--- src/rtl/trap_irq_source_if.sv ---
// Register bus between the CPU core and the trap/interrupt source block.
// The master drives strobes, address and write data; the slave returns registered read data.
interface trap_irq_source_if;
  logic        bus_we;
  logic        bus_re;
  logic [2:0]  bus_addr;
  logic [31:0] bus_wdata;
  logic [31:0] bus_rdata;

  modport master (output bus_we, bus_re, bus_addr, bus_wdata, input bus_rdata);
  modport slave  (input bus_we, bus_re, bus_addr, bus_wdata, output bus_rdata);
endinterface

--- src/rtl/trap_irq_source.sv ---
// Machine-mode interrupt source: mtime/mtimecmp timer, software MSIP, edge-latched external lines,
// and a request/in-service FSM that presents one prioritised mcause to the exception unit.
module trap_irq_source #(
  parameter int N_EXT = 4
) (
  input  logic                 clk,
  input  logic                 rst_n,
  trap_irq_source_if.slave     bus,
  input  logic [N_EXT-1:0]     ext_irq,
  input  logic                 mie_global,
  output logic                 irq_req,
  output logic [31:0]          irq_cause,
  input  logic                 irq_ack,
  input  logic                 mret_in
);

  typedef enum logic [1:0] {IDLE, REQ, INSVC} state_e;

  localparam logic [2:0] A_MTIME_LO    = 3'd0;
  localparam logic [2:0] A_MTIME_HI    = 3'd1;
  localparam logic [2:0] A_MTIMECMP_LO = 3'd2;
  localparam logic [2:0] A_MTIMECMP_HI = 3'd3;
  localparam logic [2:0] A_MSIP        = 3'd4;
  localparam logic [2:0] A_EXT_PEND    = 3'd5;
  localparam logic [2:0] A_EXT_EN      = 3'd6;
  localparam logic [2:0] A_SRC_EN      = 3'd7;

  localparam logic [3:0] CODE_EXT = 4'd11;
  localparam logic [3:0] CODE_SW  = 4'd3;
  localparam logic [3:0] CODE_TMR = 4'd7;

  logic [N_EXT-1:0] sync1_q, sync2_q, prev_q;
  logic [N_EXT-1:0] pend_q, pend_d, late_q, late_d, en_q, en_d;
  logic [63:0]      mtime_q, mtime_d, mtimecmp_q, mtimecmp_d;
  logic             msip_q, msip_d;
  logic [2:0]       src_en_q, src_en_d;
  logic [31:0]      rdata_q, rdata_d, rd_mux;
  state_e           state_q;
  logic             irq_req_q;
  logic [31:0]      irq_cause_q;

  logic             wr_pend;
  logic [N_EXT-1:0] rise, set_vec, clr_vec;
  logic             ext_elig, sw_elig, tmr_elig, any_elig;
  logic [3:0]       sel_code;

  assign rise    = sync2_q & ~prev_q;
  assign wr_pend = bus.bus_we && (bus.bus_addr == A_EXT_PEND);
  assign clr_vec = wr_pend ? bus.bus_wdata[N_EXT-1:0] : '0;
  // An edge that collides with a clear is parked in late_q and lands one cycle later.
  assign set_vec = rise | late_q;

  assign ext_elig = (|(pend_q & en_q)) && src_en_q[2];
  assign sw_elig  = msip_q && src_en_q[0];
  assign tmr_elig = (mtime_q >= mtimecmp_q) && src_en_q[1];
  assign any_elig = ext_elig || sw_elig || tmr_elig;
  assign sel_code = ext_elig ? CODE_EXT : (sw_elig ? CODE_SW : CODE_TMR);

  always_comb begin
    // NOTE: every output of a combinational block gets a default first so no latch is inferred.
    rd_mux     = '0;
    pend_d     = (pend_q | set_vec) & ~clr_vec;
    late_d     = set_vec & clr_vec;
    en_d       = en_q;
    msip_d     = msip_q;
    src_en_d   = src_en_q;
    mtimecmp_d = mtimecmp_q;
    mtime_d    = mtime_q + 64'd1;
    rdata_d    = rdata_q;

    case (bus.bus_addr)
      A_MTIME_LO:    rd_mux = mtime_q[31:0];
      A_MTIME_HI:    rd_mux = mtime_q[63:32];
      A_MTIMECMP_LO: rd_mux = mtimecmp_q[31:0];
      A_MTIMECMP_HI: rd_mux = mtimecmp_q[63:32];
      A_MSIP:        rd_mux = {31'b0, msip_q};
      A_EXT_PEND:    rd_mux[N_EXT-1:0] = pend_q;
      A_EXT_EN:      rd_mux[N_EXT-1:0] = en_q;
      A_SRC_EN:      rd_mux = {29'b0, src_en_q};
    endcase
    if (bus.bus_re) rdata_d = rd_mux;

    if (bus.bus_we) begin
      case (bus.bus_addr)
        A_MTIME_LO:    mtime_d = {mtime_q[63:32], bus.bus_wdata};
        A_MTIME_HI:    mtime_d = {bus.bus_wdata, mtime_q[31:0]};
        A_MTIMECMP_LO: mtimecmp_d[31:0]  = bus.bus_wdata;
        A_MTIMECMP_HI: mtimecmp_d[63:32] = bus.bus_wdata;
        A_MSIP:        msip_d   = bus.bus_wdata[0];
        A_EXT_EN:      en_d     = bus.bus_wdata[N_EXT-1:0];
        A_SRC_EN:      src_en_d = bus.bus_wdata[2:0];
        default:       ;
      endcase
    end
  end

  // NOTE: sequential state uses non-blocking assignments so every flop samples pre-edge values.
  always_ff @(posedge clk or negedge rst_n) begin
    if (!rst_n) begin
      sync1_q    <= '0;
      sync2_q    <= '0;
      prev_q     <= '0;
      pend_q     <= '0;
      late_q     <= '0;
      en_q       <= '0;
      msip_q     <= 1'b0;
      src_en_q   <= '0;
      mtime_q    <= '0;
      mtimecmp_q <= '1;
      rdata_q    <= '0;
    end else begin
      sync1_q    <= ext_irq;
      sync2_q    <= sync1_q;
      prev_q     <= sync2_q;
      pend_q     <= pend_d;
      late_q     <= late_d;
      en_q       <= en_d;
      msip_q     <= msip_d;
      src_en_q   <= src_en_d;
      mtime_q    <= mtime_d;
      mtimecmp_q <= mtimecmp_d;
      rdata_q    <= rdata_d;
    end
  end

  // Once raised, a request is held until acknowledged regardless of source or mie_global.
  always_ff @(posedge clk or negedge rst_n) begin
    if (!rst_n) begin
      state_q     <= IDLE;
      irq_req_q   <= 1'b0;
      irq_cause_q <= '0;
    end else begin
      unique case (state_q)
        IDLE: begin
          if (mie_global && any_elig) begin
            state_q     <= REQ;
            irq_req_q   <= 1'b1;
            irq_cause_q <= {1'b1, 27'b0, sel_code};
          end
        end
        REQ: begin
          if (irq_ack) begin
            state_q   <= INSVC;
            irq_req_q <= 1'b0;
          end
        end
        INSVC: begin
          if (mret_in) begin
            state_q     <= IDLE;
            irq_cause_q <= '0;
          end
        end
        default: begin
          state_q     <= IDLE;
          irq_req_q   <= 1'b0;
          irq_cause_q <= '0;
        end
      endcase
    end
  end

  assign bus.bus_rdata = rdata_q;
  assign irq_req       = irq_req_q;
  assign irq_cause     = irq_cause_q;

endmodule
--- src/flat_wrapper.sv ---
// flat-port wrapper written by rule: the top's interface ports become plain ports
module trap_irq_source_flat 
#(
  parameter int N_EXT = 4
)
  (clk, rst_n, ext_irq, mie_global, irq_req, irq_cause, irq_ack, mret_in, bus_bus_we, bus_bus_re, bus_bus_addr, bus_bus_wdata, bus_bus_rdata);
  trap_irq_source_if bus_i ();
  input  logic clk;
  input  logic rst_n;
  input  logic [N_EXT-1:0] ext_irq;
  input  logic mie_global;
  output logic irq_req;
  output logic [31:0] irq_cause;
  input  logic irq_ack;
  input  logic mret_in;
  input wire logic [$bits(bus_i.bus_we)-1:0] bus_bus_we;
  input wire logic [$bits(bus_i.bus_re)-1:0] bus_bus_re;
  input wire logic [$bits(bus_i.bus_addr)-1:0] bus_bus_addr;
  input wire logic [$bits(bus_i.bus_wdata)-1:0] bus_bus_wdata;
  output wire logic [$bits(bus_i.bus_rdata)-1:0] bus_bus_rdata;
  assign bus_i.bus_we = bus_bus_we;
  assign bus_i.bus_re = bus_bus_re;
  assign bus_i.bus_addr = bus_bus_addr;
  assign bus_i.bus_wdata = bus_bus_wdata;
  assign bus_bus_rdata = bus_i.bus_rdata;
  trap_irq_source #(.N_EXT(N_EXT)) u_core (.clk(clk), .rst_n(rst_n), .bus(bus_i), .ext_irq(ext_irq), .mie_global(mie_global), .irq_req(irq_req), .irq_cause(irq_cause), .irq_ack(irq_ack), .mret_in(mret_in));
endmodule
--- config.mk ---
export PLATFORM = sky130hd
export DESIGN_NAME = trap_irq_source_flat
export DESIGN_NICKNAME = d
export VERILOG_FILES = /design/src/rtl/trap_irq_source_if.sv /design/src/rtl/trap_irq_source.sv /design/src/flat_wrapper.sv
export SDC_FILE = /design/constraint.sdc
export NUM_CORES = 1
export LEC_CHECK = 0
export CAP_MARGIN = 5
export CORE_ASPECT_RATIO = 1.2
export CORE_MARGIN = 2
export CORE_UTILIZATION = 50
export CTS_CLUSTER_SIZE = 30
export DETAILED_ROUTE_END_ITERATION = 10
export GPL_ROUTABILITY_DRIVEN = 0
export PLACE_DENSITY_LB_ADDON = 0.2
export SETUP_SLACK_MARGIN = 0.05
export SLEW_MARGIN = 20
export SYNTH_ARGS = -nofsm -noshare
export SYNTH_HDL_FRONTEND = slang
export SYNTH_SLANG_ARGS = --single-unit
--- constraint.sdc ---
create_clock -name clk -period 5.1 [get_ports clk]
set_input_delay 1.02 -clock clk [delete_from_list [all_inputs] [get_ports clk]]
set_output_delay 1.02 -clock clk [all_outputs]
set_load 0.05 [all_outputs]
==> run_results.csv, run 1 <==
group,metric,value,unit
grt,grt_use_total,0.264,
worst_setup_path,worstPathRequired,5430,ps
worst_setup_path,timing.rr.start,"u_core.mtimecmp_q[61]$_DFFE_PN1P_",
sta,fin_ws,1460,ps
synthesis,yosysTopAreaCellShare,0.292,
place,dpl_cell_area,0.0121,mm²
status,status,"completed",
worst_setup_path,cp-start-kind,"input port",
cts,clk_latency,440,ps
cts,cts_buffers,17,
synthesis,synth_ff_type,"dfrtp_1",
worst_setup_path,reg2reg_to,"u_core.irq_cause[2]$_DFFE_PN0P_",
sta,fin_hold_ws,355,ps
cts,clock-sinks,194,
place,port_buffers,83,
sta,timing.final.crit_share,0.713,
synthesis,synthDistinctLibCells,66,
die,rows,59,
synthesis,ys_seq_area_frac,0.443,
pwr,pwr_density_cell,423,mW/mm²
synthesis,syn_area,0.0111,mm²
cts,cts_setup_buffers,0,
synthesis,synth.area.top_cells,"dfrtp_1 (29%), dfstp_2 (15%), ha_1 (7.3%), mux2_2 (4.5%), nor2_1 (4.1%)",
sta,period_needed,3640,ps
worst_hold_path,min_from,"u_core.sync1_q[1]$_DFF_PN0_",
place,hpwl,21300,µm
routing,drt_iter0_drc,864,
synthesis,ys_warn_count,0,
die,ios,111,
worst_setup_path,reg2reg_setup_slack,1500,ps
sta,fin_setup_tns,0,ps
grt,grt_max_degree,121,
cts,ctsRootBufferMaster,"clkbuf_16",
cts,holdBufCountCts,0,
cts,htreeDepth,4,
cts,cts_tree,"built",
cells_and_area,final_area,0.0127,mm²
routing,wire_per_inst,19.7,µm
routing,dr_total_vias,9456,
worst_setup_path,critical_path_class,"input port to flop",
pwr,vdd_ir_drop_max,0.247,mV
worst_hold_path,hold_class,"flop to flop",
grt,grt_first_pass_wirelength,49300,µm
worst_setup_path,cp.arrival,3960,ps
synthesis,async_flop_share,1.00,
synthesis,synth.largest_area_cell,"dfrtp_1",
cells_and_area,final_core_util,0.584,
worst_setup_path,end_kind,"flop",
cts,clk_pin_slew,70,ps
synthesis,ys_top_cells_by_count,"dfrtp_1 (130), nor2_1 (121), nand2_1 (98)",
synthesis,synth-edff-count,0,
die,die_w,140,µm
routing,first_pass_iters,5,
worst_setup_path,reg2reg_depth,11,
worst_hold_path,hold_depth,0,
routing,totalWireLength,30300,µm
pwr,fin_total_pwr,5.37,mW
place,place_inst,1508,
routing,drc_errors,0,
flow_run,maxCapViolCount,0,
sta,clock_skew,10.9,ps
sta,slew_violations,0,
cells_and_area,post_route_cells_drive_above_1_share,0.149,
sta,tightestPinTransition,1050,ps
sta,max_freq,275,MHz
sta,rsz0062_at_grt,"no",
worst_hold_path,min_to,"u_core.sync2_q[1]$_DFF_PN0_",
cells_and_area,final_cells,1540,
die,core-area,0.0218,mm²
sta,slew_headroom,0.300,
synthesis,synth_area_per_cell,9.27,µm²
synthesis,synth-seq-cells,194,
synthesis,synth.most_common_cell,"dfrtp_1",
place,place_ws,1120,ps
cells_and_area,antennaDiodeCount,0,
grt,gr-total-overflow,0,
synthesis,synthCells,1200,
routing,ant_nets,0,
cts,postCtsResizedCells,0,
cts,cts.path.max_buffers,2,
cells_and_area,syn2layout_area_growth,14.2,%
sta,hold_viol_final,0,
worst_setup_path,cp_max_fo,22,
die,initial_core_util,0.511,
grt,grt_pass1_vias,9124,
pwr,power_leakage,5.32,nW
grt,grt_antenna_before_repair,0,
routing,via_per_inst,6.14,
cells_and_area,num-nets-final,1364,
die,dieArea,0.0235,mm²
sta,setup_viol,0,
die,dieHeight,167,µm
==> power breakdown <==
group	switching [mW]	internal (mW)
clock	0.650	0.770
sequential	0.402	1.93
combinational	0.960	0.654
==> state kept, by name, summed over array words and instances (netlist names), 3 cells and up <==
| signal | flops |
|---|---|
| u_core.mtimecmp_q | 64 |
| u_core.mtime_q | 64 |
| u_core.sync2_q | 4 |
| u_core.bus.bus_rdata | 32 |
| u_core.prev_q | 4 |
| u_core.en_q | 4 |
| u_core.irq_cause | 3 |
| u_core.pend_q | 4 |
| u_core.sync1_q | 4 |
| u_core.late_q | 4 |
| u_core.src_en_q | 3 |
==> final cells by class <==
cell class	count	area (µm²)
clock buffers	19	453
flip-flops and latches	194	4930
inverters	81	304
repair buffers	102	985
well taps	274	343
fillers	1888	9070
multi-input cells	857	5530
clock inverters	13	164
==> placed cells by master (no fill, tap or decap), types with 5 or more instances in the layout <==
master	Yosys	routed
dfrtp_1	130	130
nor2_1	121	120
nand2_1	98	98
inv_1	81	81
clkdlybuf4s50_1	0	81
a21oi_1	79	79
o21ai_0	78	78
ha_1	65	65
dfstp_2	64	64
a22oi_1	59	59
mux2_2	44	44
nand3_1	42	42
a31oi_1	31	31
conb_1	1	27
nand4_1	23	23
a211oi_1	20	20
buf_4	30	18
clkbuf_16	0	17
nor3_1	15	14
and3_1	14	14
o22ai_1	13	13
nor2b_1	11	11
o221a_2	9	9
and2_1	8	7
a21o_1	6	6
o211ai_1	6	6
nand2b_1	5	5
a221oi_1	5	5
a211o_1	5	5
==> metal layers <==
layer / wire length, µm / share of wire / vias up / GRT usage
li1: - / - / 4403 / -
met1: 12600 / 0.42 / 4620 / 0.345
met2: 15000 / 0.50 / 369 / 0.441
met3: 1670 / 0.055 / 64 / 0.0389
met4: 1010 / 0.033 / 0 / 0.112
met5: 0 / 0 / - / 0
==> how the worst max path moves through the flow <==
| stage | startpoint | slack (ps) | depth (start not counted) | to |
|---|---|---|---|---|
| floorplan | u_core.mtimecmp_q[61]$_DFFE_PN1P_ | 2450 | 10 | u_core.irq_cause[2]$_DFFE_PN0P_ |
| global placement | bus_bus_addr[1] | 1200 | 7 | u_core.mtime_q[57]$_DFFE_PN0P_ |
| detailed placement | bus_bus_addr[2] | 1120 | 8 | u_core.mtime_q[13]$_DFFE_PN0P_ |
| CTS | u_core.mtimecmp_q[61]$_DFFE_PN1P_ | 1560 | 11 | u_core.irq_cause[2]$_DFFE_PN0P_ |
| global route | bus_bus_addr[2] | 1250 | 8 | u_core.mtime_q[31]$_DFFE_PN0P_ |
| finish | bus_bus_addr[1] | 1460 | 7 | u_core.mtime_q[61]$_DFFE_PN0P_ |
==> cells by family (layout without fill, tap and decap cells) <==
| group | Yosys count | in the layout | share of synthesized area |
|---|---|---|---|
| simple gates | 369 | 369 | 0.161 |
| compound gates | 348 | 348 | 0.204 |
| flops | 194 | 194 | 0.443 |
| buf+inv | 175 | 215 | 0.0700 |
| fa+ha+maj | 65 | 65 | 0.0731 |
| mux | 48 | 48 | 0.0481 |
| other cells | 1 | 27 | 0.000337 |
==> critical path, stage by stage <==
cell and delay, ps:
clkdlybuf4s50_1 390, buf_4 200, nor2_1 330, and2_1 660, nand2_1 620, buf_4 430
o221a_2 290
Note: power is estimated with default switching activity, not from simulation.
==> inputs of run 2 (changes only) <==
Clock period 5.1 ns to 3.2 ns, I/O delays scaled along.
==> run 2 against run 1 <==
Compared with the run above:
- count of clock-buffer cells in the layout is 2 higher
- combinational power is 81% higher
- power is 58% higher
- global-route usage is 0.88 points higher
- clock power is 40% higher
- critical path type is now flop to flop
- critical endpoint is now u_core.irq_cause[3]$_DFFE_PN0P_
- largest cell class unchanged
- highest routed layer unchanged
==> run_results.csv, run 2 (synthesis results as in run 1) <==
group,metric,value,unit
status,status,"completed",
worst_setup_path,worstPathRequired,3530,ps
routing,first_pass_iters,6,
pwr,clkPwrFrac,0.234,
cells_and_area,antennaDiodeCount,0,
routing,drt_iter0_drc,900,
sta,fin_setup_tns,0,ps
grt,grt_max_degree,92,
cells_and_area,num-nets-final,1399,
die,initial_core_util,0.511,
sta,period_needed,3000,ps
sta,max_freq,333,MHz
cts,ctsRootBufferMaster,"clkbuf_16",
cells_and_area,final_core_util,0.595,
die,rows,59,
routing,via_per_inst,6.06,
pwr,p_seq_frac,0.423,
grt,grt_first_pass_wirelength,50700,µm
worst_hold_path,hold_class,"input port to async pin",
worst_setup_path,cp.arrival,3330,ps
grt,grt_pass1_vias,9460,
place,hpwl,22400,µm
place,port_buffers,83,
worst_setup_path,cp-start-kind,"flop",
sta,slew_violations,0,
worst_setup_path,end_kind,"flop",
grt,grt_antenna_before_repair,0,
pwr,vdd_ir_drop_max,0.415,mV
sta,fin_hold_ws,280,ps
pwr,pwr_density_cell,656,mW/mm²
die,dieArea,0.0235,mm²
sta,rsz0062_at_grt,"no",
pwr,power_leakage,5.48,nW
cells_and_area,syn2layout_area_growth,16.5,%
cts,cts_buffers,17,
sta,hold_viol_final,0,
pwr,p_sw_frac,0.379,
sta,timing.final.crit_share,0.939,
die,dieHeight,167,µm
cts,clk_pin_slew,70,ps
cells_and_area,final_common_cell,"dfrtp_1",
grt,grt_use_total,0.273,
routing,dr_total_vias,9549,
pwr,p_comb_frac,0.343,
place,dpl_cell_area,0.0124,mm²
routing,drc_errors,0,
flow_run,maxCapViolCount,0,
sta,setup_viol,0,
worst_setup_path,critical_path_class,"flop to flop",
cells_and_area,most-common-layout-cells,"dfrtp_1 (130), nor2_1 (120), nand2_1 (98)",
cells_and_area,post_route_cells_drive_above_1_share,0.171,
sta,tightestPinTransition,753,ps
routing,ant_nets,0,
die,ios,111,
routing,totalWireLength,31500,µm
cts,cts.path.max_buffers,2,
grt,gr-total-overflow,0,
sta,slew_headroom,0.498,
worst_setup_path,reg2reg_setup_slack,200,ps
cts,clock-sinks,194,
pwr,intPower,5.28,mW
die,core-area,0.0218,mm²
sta,clock_skew,11.1,ps
cts,holdBufCountCts,0,
routing,wire_per_inst,20.0,µm
cts,htreeDepth,4,
pwr,switchingPower,3.22,mW
cts,cts_tree,"built",
die,die_w,140,µm
worst_setup_path,cp_max_fo,4,
cells_and_area,final_area,0.0130,mm²
cts,clk_latency,440,ps
## run 2: cell count changes in the layout (fill, tap and decap cells not counted), sizes merged
cell,before,now
inv,89,84
buf,20,55
clkbuf,20,22
clkinv,1,6
bufinv,2,0
## run 2: area by class of cell
class	instances	area [µm²]
inverters	81	304
multi-input cells	857	5560
fillers	1913	8810
repair buffers	137	1300
flip-flops and latches	194	4930
clock buffers	21	450
clock inverters	11	78.8
well taps	274	343
## run 2: power by group through the flow
stage,logic [mW],registers (mW),clock network (mW)
2_1_floorplan,1.65,3.79,0
3_3_place_gp,2.81,3.60,0
3_5_place_dp,2.87,3.62,0
4_1_cts,2.90,3.58,2.03
5_1_grt,3.23,3.66,2.13
6_report,2.92,3.59,1.99
## run 2: path summary, 6_finish.rpt
path,to,depth (start not counted),start
max in group asynchronous,u_core.mtimecmp_q[32]$_DFFE_PN1P_,2,rst_n
worst min-delay path,u_core.bus.bus_rdata[14]$_DFFE_PN0P_,1,rst_n
worst max-delay path,u_core.irq_cause[3]$_DFFE_PN0P_,10,u_core.mtimecmp_q[15]$_DFFE_PN1P_
worst max register to register,u_core.irq_cause[3]$_DFFE_PN0P_,10,u_core.mtimecmp_q[15]$_DFFE_PN1P_
worst min register to register,u_core.sync2_q[1]$_DFF_PN0_,0,u_core.sync1_q[1]$_DFF_PN0_
min in group clk,u_core.sync2_q[1]$_DFF_PN0_,0,u_core.sync1_q[1]$_DFF_PN0_
## run 2: worst max-delay path, stage by stage, from the launching register on
cell	delay (ps)
dfstp_2	530
inv_1	50
ha_1	310
and4_1	240
nand4_1	130
or4_1	530
o211ai_1	210
nand3_1	200
a31oi_4	300
o21ai_2	130
a31o_2	260
## run 2: layer usage
metal	share of wire	track usage	vias to the layer above
met4	0.027	0.0957	0
met3	0.054	0.0423	64
met5	0	0	-
li1	-	-	4472
met2	0.51	0.476	332
met1	0.41	0.345	4681
## run 2: through the flow
| stage | total power [mW] | cells | worst slack [ps] |
|---|---|---|---|
| 4_1_cts | 8.51 | 1575 | 72.5 |
| 5_1_grt | 9.02 | 1575 | 12.9 |
| 2_1_floorplan | 5.44 | 1226 | 549 |
| 3_5_place_dp | 6.49 | 1543 | 111 |
| 3_3_place_gp | 6.42 | 1543 | 260 |
| 6_report | 8.51 | 1575 | 195 |
## run 2: what timing repair did
item / 4_1_cts / 5_1_grt
endpoints found under the setup margin: 0 / 5
resized for setup: 0 / 4
buffers inserted: 0 / 0
==> RTL edit 1 (flow settings as in run 2) <==
`N_EXT` is set to 4 in 2 places; all go to 8.
--- a/src/rtl/trap_irq_source.sv
+++ b/src/rtl/trap_irq_source.sv
@@ -2,5 +2,5 @@
 // and a request/in-service FSM that presents one prioritised mcause to the exception unit.
 module trap_irq_source #(
-  parameter int N_EXT = 4
+  parameter int N_EXT = 8
 ) (
   input  logic                 clk,
--- a/src/flat_wrapper.sv
+++ b/src/flat_wrapper.sv
@@ -2,5 +2,5 @@
 module trap_irq_source_flat 
 #(
-  parameter int N_EXT = 4
+  parameter int N_EXT = 8
 )
   (clk, rst_n, ext_irq, mie_global, irq_req, irq_cause, irq_ack, mret_in, bus_bus_we, bus_bus_re, bus_bus_addr, bus_bus_wdata, bus_bus_rdata);
Interface: changed (resized ext_irq); port bits go from 111 to 115. The function was not compared with the original's and may differ.
==> RTL edit 1 against run 2 <==
- setup slack gained 0.021 ns
- routed wire length grew 13%
- area after synthesis grew 11%
- power grew 15%
- cell area grew 12%
- critical path depth shrank 1
- sequential cell count grew 24
- clock power grew 43%
- critical endpoint is now u_core.irq_cause[2]
==> RTL edit 1: results (changes against run 2) <==
CTS buffer count: 24 (+7)
Seq cells: 218 (+12%)
mux share of post-synthesis cell area: 5.56% (+0.75 points)
Final clock-cell share: 5.59% (+1.5 points)
Arr. time, crit path: 3.43 ns (+0.10 ns)
Max FO, Critical Path: 3 (-1)
Multi-In Gates: 934 (+9.0%)
Starting DRT DRC Count: 758 (-16%)
Layout fillers: 2112 (+10%)
Final #Nets: 1531 (+9.4%)
R2R cell count: 9 (-1)
Non-Clock Buffer Count: 145 (+5.8%)
warning count from the yosys run: 0 (unchanged)
clock buffer depth: 3 (+1)
status: complete, no violations
Total GRT Usage: 27.7% (+0.36 points)
clock latency on the worst-skew pair: 0.53 ns (+0.09 ns)
top post-synthesis cells by area: dfrtp_1 (31%), dfstp_2 (14%), ha_1 (6.6%), mux2_2 (4.8%), a22oi_1 (4.6%)
sequential fraction of the synthesis area: 44.9% (+0.56 points)
leakage dissipation: 6.18 nW (+13%)
Multi-input gate area: 0.00604 mm^2 (+8.8%)
R2R Path Start: u_core.mtimecmp_q[63]
buffering overhead: 9.44% (-0.57 points)
Synth top cells by count: dfrtp_1 (154), nand2_1 (125), a21oi_1 (110), o21ai_0 (99), nor2_1 (95)
share of post-route cells with drive strength above 1: 17.2% (about the same)
Non-clk invs: 93 (+15%)
Switch Pwr: 0.00355 W (+10%)
Worst Max-Slew Pin Slew: 0.761 ns (+0.00799 ns)
peak supply drop: 0.418 mV (+0.80%)
clk_buf instances: 29 (+38%)
DR pass1 iterations: 7 (+1)
routed vias/inst: 6.09 (+0.37%)
Synth Area in Adders: 6.60% (-0.71 points)
H-tree levels: 1 (-3)
Register Area: 0.00554 mm^2 (+12%)
worst setup skew after layout: 0.0118 ns (+0.000699 ns)
XOR/XNOR share of the synthesized area: 0.0711% (+0.071 points)
reg2reg end: u_core.irq_cause[2]
first-pass GRT wire length: 57.3 mm (+13%)
clock slew at reported path FFs: 0.06 ns
dpl hpwl: 25.6 mm (+14%)
Compound-Gate Fraction of Synth Area: 20.9% (+0.55 points)
Wirelength per Cell: 20.4 um (+1.8%)
R2R setup slack: 0.22 ns (+0.02 ns)
# port buffers: 87 (+4.8%)
Clock power frac: 29.0% (+5.6 points)
largest net degree at the start of global routing: 81 (-12%)
Comb pwr share: 30.1% (-4.2 points)
Netlist cell types: 76 (+15%)
vias in the first global route: 10.6k (+12%)
==> RTL edit 1: cell count changes in the layout (fill, tap and decap cells not counted), sizes merged, moves of 8 or more <==
cell / run 2 / this run
o21ai: 80 / 99
a22oi: 59 / 75
nor2: 122 / 95
dfrtp: 130 / 154
mux2: 44 / 52
a21oi: 79 / 110
o221a: 9 / 1
nand2: 98 / 125
a211oi: 20 / 11
inv: 84 / 93
==> RTL edit 1: metrics by stage <==
step	power [W]	cell area, um^2	cells	worst slack, ns	hold WS, ns
3_3_place_gp	0.00686	13700	1710	0.191	0.333
2_1_floorplan	0.00586	12400	1347	0.794	0.331
4_1_cts	0.00982	14500	1754	0.123	0.136
6_report	0.00979	14500	1754	0.217	0.113
3_5_place_dp	0.00696	13700	1710	0.117	0.335
5_1_grt	0.0103	14500	1754	0.0842	0.170
==> RTL edit 1: layer usage <==
metal,track usage [%],wire length (um)
met4,11.4,1370
met1,35.4,14700
met5,0,0
met2,47.6,17700
met3,3.62,1960
==> RTL edit 2 (flow settings as in run 2) <==
Made on the original files. Add an input register stage for `ext_irq` and `irq_ack`; this delays them by one clock. The other inputs are not delayed to match.
--- a/src/rtl/trap_irq_source.sv
+++ b/src/rtl/trap_irq_source.sv
@@ -29,4 +29,12 @@
   localparam logic [3:0] CODE_SW  = 4'd3;
   localparam logic [3:0] CODE_TMR = 4'd7;
+
+  logic [N_EXT-1:0] ext_irq_q;
+  logic irq_ack_q;
+
+  always_ff @(posedge clk) begin
+    ext_irq_q <= ext_irq;
+    irq_ack_q <= irq_ack;
+  end
 
   logic [N_EXT-1:0] sync1_q, sync2_q, prev_q;
@@ -110,5 +118,5 @@
       rdata_q    <= '0;
     end else begin
-      sync1_q    <= ext_irq;
+      sync1_q    <= ext_irq_q;
       sync2_q    <= sync1_q;
       prev_q     <= sync2_q;
@@ -140,5 +148,5 @@
         end
         REQ: begin
-          if (irq_ack) begin
+          if (irq_ack_q) begin
             state_q   <= INSVC;
             irq_req_q <= 1'b0;
Behaviour: not the same (a bounded check fails within 10 cycles, from zero or initial values and one cycle with rst_n low).
==> RTL edit 2 against run 2 <==
- critical path depth unchanged
- routed wire length up 3.1%
- largest power group unchanged
- critical path type unchanged
- power up 1.5%
- setup slack about the same
- area after synthesis up 3.1%
- hold slack worse by 0.044 ns
- sequential cell count up 5
- final cell count up 4.0%
- cell area up 2.9%
==> RTL edit 2: results (changes against run 2) <==
Final #Nets: 1457 (+4.1%)
Routed met2 length: 15.8 mm (-2.0%)
sequential fraction of the synthesis area: 43.9% (-0.48 points)
DR WL met3: 1.82 mm (+6.4%)
top post-synthesis cells by area: dfrtp_1 (28%), dfstp_2 (15%), ha_1 (7.1%), a21oi_1 (5.7%), o21ai_0 (4.5%)
Synth top cells by count: a21oi_1 (130), dfrtp_1 (130), nand2_1 (125), o21ai_0 (104), nor2_1 (87)
dpl hpwl: 23.0 mm (+2.6%)
peak supply drop: 0.300 mV (-28%)
R2R Path Start: u_core.mtimecmp_q[62]
comb pwr: 0.00282 W (-3%)
largest net degree at the start of global routing: 84 (-8.7%)
status: complete, no violations
Starting DRT DRC Count: 1007 (+12%)
share of post-route cells with drive strength above 1: 16.0% (-1.1 points)
reg2reg end: u_core.irq_cause[2]
leakage dissipation: 5.69 nW (+3.9%)
Relative slew margins: 49.4% (-0.37 points)
routed vias/inst: 6.17 (+1.8%)
worst setup skew after layout: 0.0128 ns (+0.00176 ns)
GRT met2 Usage: 44.5% (-3.1 points)
GR met3 Demand/Resource: 4.53% (+0.30 points)
Critical path origin: u_core.mtimecmp_q[62]
final hold slack: 0.236 ns (-0.0439 ns)
Switch Pwr: 0.00335 W (+3.9%)
Post-synth ARST share: 97.5% (-2.5 points)
## RTL edit 2: kinds of logic after synthesis
| family | share of synthesized area, % |
|---|---|
| buf+inv | 7.17 |
| xor+xnor | 0.153 |
| compound gates | 21.5 |
| simple gates | 15.6 |
| fa+ha+maj | 7.09 |
| other cells | 0.0327 |
| flops | 43.9 |
| mux | 4.57 |
## RTL edit 2: worst register-to-register path, delay by kind of cell, from the launching register on
| kind | cells | cell delay [ns] |
|---|---|---|
| fa+ha+maj | 1 | 0.29 |
| compound gates | 4 | 0.89 |
| buf+inv | 1 | 0.04 |
| simple gates | 4 | 1.14 |
| flops | 1 | 0.54 |
## RTL edit 2: layout make-up
cell class                 instances  area [um^2]
tap                              279          349
sequential                       199         5030
clock inverter                    15          144
clock buffer                      17          425
fill                            2015         9190
timing repair buffer             129         1270
inverter                          84          315
multi-input combinational        915         5790
